[src/rtl/mem_xbar.sv]
// mem_xbar: round-robin interconnect from NM valid/ready masters to NS address-mapped
// slaves. One transaction is in flight at a time, and the master-side response is registered.
module mem_xbar #(
  parameter int                 NM         = 2,
  parameter int                 NS         = 4,
  parameter logic [NS*32-1:0]   SLAVE_BASE = {32'h0000_0000, 32'h0300_0000,
                                              32'h0100_0000, 32'h0000_0000},
  parameter logic [NS*32-1:0]   SLAVE_MASK = {32'hFFFF_F000, 32'hFF00_0000,
                                              32'hFF00_0000, 32'hFFFF_FC00},
  parameter int unsigned        TIMEOUT    = 255
) (
  input  logic              clk,
  input  logic              rst,
  input  logic [NM-1:0]     m_valid,
  output logic [NM-1:0]     m_ready,
  input  logic [NM*32-1:0]  m_addr,
  input  logic [NM*32-1:0]  m_wdata,
  input  logic [NM*4-1:0]   m_wstrb,
  output logic [31:0]       m_rdata,
  output logic              m_error,
  output logic [NS-1:0]     s_valid,
  input  logic [NS-1:0]     s_ready,
  output logic [31:0]       s_addr,
  output logic [31:0]       s_wdata,
  output logic [3:0]        s_wstrb,
  input  logic [NS*32-1:0]  s_rdata
);

  localparam int GW = (NM > 1) ? $clog2(NM) : 1;
  localparam int SW = (NS > 1) ? $clog2(NS) : 1;

  localparam logic [1:0] IDLE   = 2'd0;
  localparam logic [1:0] DECODE = 2'd1;
  localparam logic [1:0] BUSY   = 2'd2;
  localparam logic [1:0] RESP   = 2'd3;

  logic [1:0]    state_q, state_d;
  logic [GW-1:0] last_grant_q, last_grant_d;
  logic [GW-1:0] g_q, g_d;
  logic [31:0]   addr_q, addr_d;
  logic [31:0]   wdata_q, wdata_d;
  logic [3:0]    wstrb_q, wstrb_d;
  logic [SW-1:0] sel_q, sel_d;
  logic [31:0]   cnt_q, cnt_d;
  logic [31:0]   rdata_q, rdata_d;
  logic          err_q, err_d;

  // Round-robin search starting just after the last master served.
  logic          gnt_found;
  logic [GW-1:0] gnt_idx;
  logic [GW-1:0] cand;

  always_comb begin
    gnt_found = 1'b0;
    gnt_idx   = '0;
    cand      = '0;
    for (int k = 0; k < NM; k++) begin
      cand = GW'((int'(last_grant_q) + 1 + k) % NM);
      if (!gnt_found && m_valid[cand]) begin
        gnt_found = 1'b1;
        gnt_idx   = cand;
      end
    end
  end

  // Descending scan so the lowest matching index is the one left standing.
  logic          sel_found;
  logic [SW-1:0] sel_idx;

  always_comb begin
    sel_found = 1'b0;
    sel_idx   = '0;
    for (int i = NS - 1; i >= 0; i--) begin
      if ((addr_q & SLAVE_MASK[32*i +: 32]) == SLAVE_BASE[32*i +: 32]) begin
        sel_found = 1'b1;
        sel_idx   = SW'(i);
      end
    end
  end

  always_comb begin
    // NOTE: every _d takes its held value first, so no path through the case leaves a latch.
    state_d      = state_q;
    last_grant_d = last_grant_q;
    g_d          = g_q;
    addr_d       = addr_q;
    wdata_d      = wdata_q;
    wstrb_d      = wstrb_q;
    sel_d        = sel_q;
    cnt_d        = cnt_q;
    rdata_d      = rdata_q;
    err_d        = err_q;

    case (state_q)
      IDLE: begin
        if (gnt_found) begin
          g_d     = gnt_idx;
          addr_d  = m_addr[32*gnt_idx +: 32];
          wdata_d = m_wdata[32*gnt_idx +: 32];
          wstrb_d = m_wstrb[4*gnt_idx +: 4];
          state_d = DECODE;
        end
      end
      DECODE: begin
        if (sel_found) begin
          sel_d   = sel_idx;
          cnt_d   = '0;
          state_d = BUSY;
        end else begin
          err_d   = 1'b1;
          rdata_d = '0;
          state_d = RESP;
        end
      end
      BUSY: begin
        // A slave answering on the same cycle the timer expires still wins.
        if (s_ready[sel_q]) begin
          rdata_d = s_rdata[32*sel_q +: 32];
          err_d   = 1'b0;
          state_d = RESP;
        end else if ((TIMEOUT != 0) && (cnt_q == 32'(TIMEOUT))) begin
          err_d   = 1'b1;
          rdata_d = '0;
          state_d = RESP;
        end else begin
          cnt_d = cnt_q + 32'd1;
        end
      end
      RESP: begin
        last_grant_d = g_q;
        state_d      = IDLE;
      end
      default: state_d = IDLE;
    endcase
  end

  // NOTE: state uses non-blocking assignments so every flop samples pre-edge values.
  always_ff @(posedge clk or posedge rst) begin
    if (rst) begin
      state_q      <= IDLE;
      last_grant_q <= GW'(NM - 1);
      g_q          <= '0;
      addr_q       <= '0;
      wdata_q      <= '0;
      wstrb_q      <= '0;
      sel_q        <= '0;
      cnt_q        <= '0;
      rdata_q      <= '0;
      err_q        <= 1'b0;
    end else begin
      state_q      <= state_d;
      last_grant_q <= last_grant_d;
      g_q          <= g_d;
      addr_q       <= addr_d;
      wdata_q      <= wdata_d;
      wstrb_q      <= wstrb_d;
      sel_q        <= sel_d;
      cnt_q        <= cnt_d;
      rdata_q      <= rdata_d;
      err_q        <= err_d;
    end
  end

  // Handshake outputs are decoded from registered state only.
  always_comb begin
    m_ready = '0;
    s_valid = '0;
    for (int i = 0; i < NM; i++) begin
      m_ready[i] = (state_q == RESP) && (g_q == GW'(i));
    end
    for (int i = 0; i < NS; i++) begin
      s_valid[i] = (state_q == BUSY) && (sel_q == SW'(i));
    end
  end

  assign m_rdata = rdata_q;
  assign m_error = err_q;
  assign s_addr  = addr_q;
  assign s_wdata = wdata_q;
  assign s_wstrb = wstrb_q;

endmodule
[config.mk]
export PLATFORM = sky130hd
export DESIGN_NAME = mem_xbar
export DESIGN_NICKNAME = d
export VERILOG_FILES = /design/src/rtl/mem_xbar.sv
export SDC_FILE = /design/constraint.sdc
export NUM_CORES = 1
export LEC_CHECK = 0
export BUFFER_PORTS_ARGS = -buffer_cell sky130_fd_sc_hd__buf_2
export CAP_MARGIN = 20
export CORE_AREA = 2 2 148 150
export DETAILED_ROUTE_END_ITERATION = 7
export DIE_AREA = 0 0 150 152
export HOLD_SLACK_MARGIN = 0.1
export PLACE_DENSITY = 0.73
export SLEW_MARGIN = 0
export SYNTH_ARGS = -nofsm -noshare
export SYNTH_HDL_FRONTEND = slang
export SYNTH_SLANG_ARGS = --single-unit
export TNS_END_PERCENT = 50
[constraint.sdc]
create_clock -name clk -period 4.82 [get_ports clk]
set_input_delay 0.241 -clock clk [delete_from_list [all_inputs] [get_ports clk]]
set_output_delay 0.241 -clock clk [all_outputs]
set_load 0.02 [all_outputs]
==> key figures <==
Run status
  • Run status: finished clean

Critical path
  • Combined buffer and inverter count along the critical path: 2
  • Crit start category: flip-flop
  • Max stage delay on crit path: roughly 0.60 ns
  • Critical path required time: between 5 and 6 ns
  • Crit. path cell count: 7
  • Cell mode on critical path: sky130_fd_sc_hd__inv_1
  • Maximum fanout along the worst path: 27
  • Cell Chain, Critical Path: inv_1 > ha_1 > inv_1 > a211oi_4 > o21ai_2 > or4_1 > a21oi_1
  • Crit Path Category: reg -> reg
  • Family of cells with the greatest summed delay on the critical path: compound AO/OA/AOI/OAI gates
  • R2R cell count: 7
  • Slowest library cell on the worst path: sky130_fd_sc_hd__ha_1
  • Endpoint arrival time on the critical path: approximately 3.5 ns
  • Sort of element at the end of the critical path: flip-flop

Route
  • Wire length per cell after detailed routing: ~16 um
  • DR vias: slightly above 7,000
  • Drt pass-1 iters: 5
  • # DRC: 0
  • Starting DRT DRC Count: between 400 and 500
  • Count of antenna-violating nets left after detailed routing: 0
  • Per-cell via count in the routed design: 5.05
  • WL final: 22.9 mm

Finish
  • Share of cells above drive strength 1: 0.410
  • Count of fill cells added during filler insertion: ~2,000
  • Multi-input gate area: around 3600 um^2
  • Nets: roughly 1,400
  • Post-synthesis to final-layout area growth: 38.6%
  • Sequential standard cell area: around 3500 um^2
  • Core utilization of the finished layout: 0.484
  • Filler-free cell count of the finished design: about 1,400
  • Number of antenna cells inserted: 0

Global routing
  • Pin count of the biggest net entering global routing: 138
  • Global-route wire length before repair: approximately 35 mm
  • GRT Total Usage: 0.197
  • Number of antenna violations at the first check in global routing: 0
  • Vias in the first global route: just under 7,000
  • Residual overflow from global routing: 0

Synthesis
  • Largest family of logic cells by synthesized area: multiplexers
  • Asr flop ratio synth: 1.00
  • Post-synth top flop: sky130_fd_sc_hd__dfrtp_1
  • EDFF count, synth: 0
  • Synthesized-area fraction occupied by xor and xnor cells: 0
  • Basic-gate share of the synthesized area counting and, or, nand and nor cells: 0.142
  • Number of distinct library cells after synthesis: 47
  • Portion of netlist area occupied by mux cells: 0.194
  • Total nets after synthesis: about 1,000
  • Post-synthesis area per instance: 10.0 um^2
  • Yosys warns: 0
  • Adder-cell share of the synthesized area: 0.0101
  • Flip-flop and latch count after synthesis: around 140
  • Cell count after synthesis: about 740
  • Sequential element share of the synthesized area: 0.467
  • Post-synthesis compound-gate area fraction: 0.138
  • Mapped cell area: 7450 um^2

Timing
  • Shortest clock period the worst path allows after layout: 3.15 ns
  • Clock skew after layout: about 0.017 ns
  • Transition time of the tightest slew-check pin: between 0.9 and 1 ns
  • Final Setup Violations: 0
  • Fin. max-slew vios: 0
  • Final Hold Viols: 0
  • Share of the clock period used by the worst path after layout: 0.654
  • Post-Route Hold Slack: 0.116 ns
  • Setup TNS: 0 ns
  • Remaining max-slew budget at the tightest pin: 0.399
  • Unrepaired setup endpoints after global routing: false
  • Maximum frequency from static timing analysis: 317 MHz

Floorplan
  • Ports: between 300 and 400
  • Overall die height: roughly 150 um
  • Total number of placement rows: 54
  • Core area: around 21,000 um^2
  • Starting density of the core: 0.349
  • Die Outline Area: 22,800 um^2
  • Die Span X: around 150 um

Placement
  • Number of port buffers: ~380
  • Detailed Place HPWL: around 17 mm
  • Final estimated routing congestion in global placement: a little under 0.9
  • Placed insts: 1,359

Power
  • IR Drop Worst-Case VDD: ~0.27 mV
  • Ratio of total power to cell area: ~550 nW/um^2
  • Leak pwr: ~0.0052 uW
  • Power consumption: ~5700 uW

Clock tree
  • Cts repair resizes: 0
  • Maximum clock path buffer count: 2
  • CTS tree: yes
  • H-tree depth reported by CTS: 4
  • Clk slew on worst S/H paths: roughly 0.060 ns
  • TritonCTS Buffers: 17
  • Clock net sink count: 139
  • Root cell of the clock tree: sky130_fd_sc_hd__clkbuf_16
  • Insertion delay to the later sink of the worst-skew pair: 0.42 ns

Worst hold path
  • Hold path cells: 3
  • Type of the most critical hold path: in -> reg

Flow run
  • Max cap viols: 0
==> where the power goes <==
group	switching, uW	leakage, uW	internal (uW)
registers	243	0.00180	1550
clock network	520	0.000269	762
logic	1610	0.00314	978
total	2370	0.00521	3290
==> cell usage in the layout, fill, tap and decap left out, drive strengths merged, types with 4 or more instances in the layout <==
master / netlist / layout
dlygate4sd3: 0 / 15
nor4: 9 / 9
nor3: 4 / 4
clkbuf: 30 / 18
or3: 10 / 10
ha: 6 / 6
and4: 8 / 8
nand3: 13 / 13
buf: 18 / 385
and2: 6 / 6
inv: 41 / 43
clkinvlp: 0 / 4
o31ai: 9 / 9
dfrtp: 138 / 138
nand4: 9 / 9
mux4: 33 / 33
mux2i: 69 / 69
a21oi: 26 / 26
o21ai: 133 / 133
a31oi: 8 / 8
and3: 5 / 5
nor2: 20 / 20
or4: 6 / 6
clkinv: 0 / 5
nand2: 121 / 121
==> what timing repair did <==
| action | 4_1_cts | 5_1_grt |
|---|---|---|
| hold buffers | 15 | 0 |
| endpoints found under the hold margin | 105 | 0 |
| buffers inserted | 0 | 0 |
==> cell usage after synthesis (2+ instances only) <==
cell	instances	share of area
sky130_fd_sc_hd__clkbuf_1	30	0.015
sky130_fd_sc_hd__mux4_2	33	0.10
sky130_fd_sc_hd__o21ai_0	101	0.068
sky130_fd_sc_hd__nand2b_1	2	0.0017
sky130_fd_sc_hd__o31ai_1	9	0.0091
sky130_fd_sc_hd__inv_1	41	0.021
sky130_fd_sc_hd__and2_1	5	0.0042
sky130_fd_sc_hd__or4_1	5	0.0050
sky130_fd_sc_hd__or3_1	10	0.0084
sky130_fd_sc_hd__buf_2	10	0.0067
sky130_fd_sc_hd__a41oi_1	2	0.0024
sky130_fd_sc_hd__dfrtp_1	138	0.46
sky130_fd_sc_hd__buf_1	5	0.0025
sky130_fd_sc_hd__nor3_1	4	0.0027
sky130_fd_sc_hd__nand4_1	9	0.0076
sky130_fd_sc_hd__a21oi_1	26	0.017
sky130_fd_sc_hd__and3_1	5	0.0042
sky130_fd_sc_hd__buf_6	3	0.0045
sky130_fd_sc_hd__nor2b_1	2	0.0017
sky130_fd_sc_hd__mux2i_1	69	0.093
sky130_fd_sc_hd__nand3_1	13	0.0087
sky130_fd_sc_hd__a31oi_1	8	0.0067
sky130_fd_sc_hd__nand2_1	121	0.061
sky130_fd_sc_hd__nor4_1	7	0.0059
sky130_fd_sc_hd__nor2_1	20	0.010
sky130_fd_sc_hd__and4_1	8	0.0094
sky130_fd_sc_hd__ha_1	6	0.010
sky130_fd_sc_hd__o21ai_2	2	0.0024
sky130_fd_sc_hd__o21ai_1	30	0.020
sky130_fd_sc_hd__a21boi_0	2	0.0020
==> flip-flops by register name, summed over array words and instances, names as in the netlist <==
register	cells
sel_q	2
s_wdata	32
last_grant_q	1
state_q	2
cnt_q	32
m_error	1
g_q	1
s_addr	32
m_rdata	32
s_wstrb	4
==> through the flow <==
stage / area (um^2) / setup slack, ns
3_3_place_gp: 9580 / 1.71
3_5_place_dp: 9580 / 1.42
5_1_grt: 10300 / 1.40
6_report: 10300 / 1.67
4_1_cts: 10300 / 1.40
2_1_floorplan: 7450 / 0.856
==> kinds of logic (layout without fill, tap and decap cells) <==
kind of cell	Yosys count	in the layout
muxes	103	103
adders and majority gates	6	6
AOI/OAI and AO/OA	187	187
DFF	139	139
buffers and inverters	89	472
and+or+nand+nor	219	219
==> worst paths after layout <==
path	startpoint	end	slack [ns]
min in group asynchronous	rst	s_wdata[3]$_DFFE_PP0P_	0.55
max in group asynchronous	rst	s_wdata[7]$_DFFE_PP0P_	3.11
hold / removal	m_wdata[7]	s_wdata[7]$_DFFE_PP0P_	0.12
hold reg to reg	s_wdata[7]$_DFFE_PP0P_	s_wdata[7]$_DFFE_PP0P_	0.47
setup / recovery	state_q[0]$_DFFE_PP0P_	cnt_q[31]$_DFFE_PP0P_	1.67
setup reg to reg	state_q[0]$_DFFE_PP0P_	cnt_q[31]$_DFFE_PP0P_	1.67
==> metal layers <==
metal,global-route usage,part of all wire
met4,0.0476,0.012
met5,0,0
met2,0.325,0.50
met1,0.257,0.41
met3,0.0538,0.078
==> worst min-delay path, stage by stage <==
cell                      delay (ns)
sky130_fd_sc_hd__buf_2          0.08
sky130_fd_sc_hd__mux2i_1        0.05
sky130_fd_sc_hd__o21ai_0        0.13
==> final cells by class <==
class	instances	share of cell area
Sequential cell	139	0.337
Clock buffer	18	0.0415
Inverter	41	0.0154
Tap cell	280	0.0339
Multi-Input combinational cell	515	0.351
Clock inverter	13	0.0139
Timing Repair Buffer	400	0.207
Power figures use the tool's default switching activity.
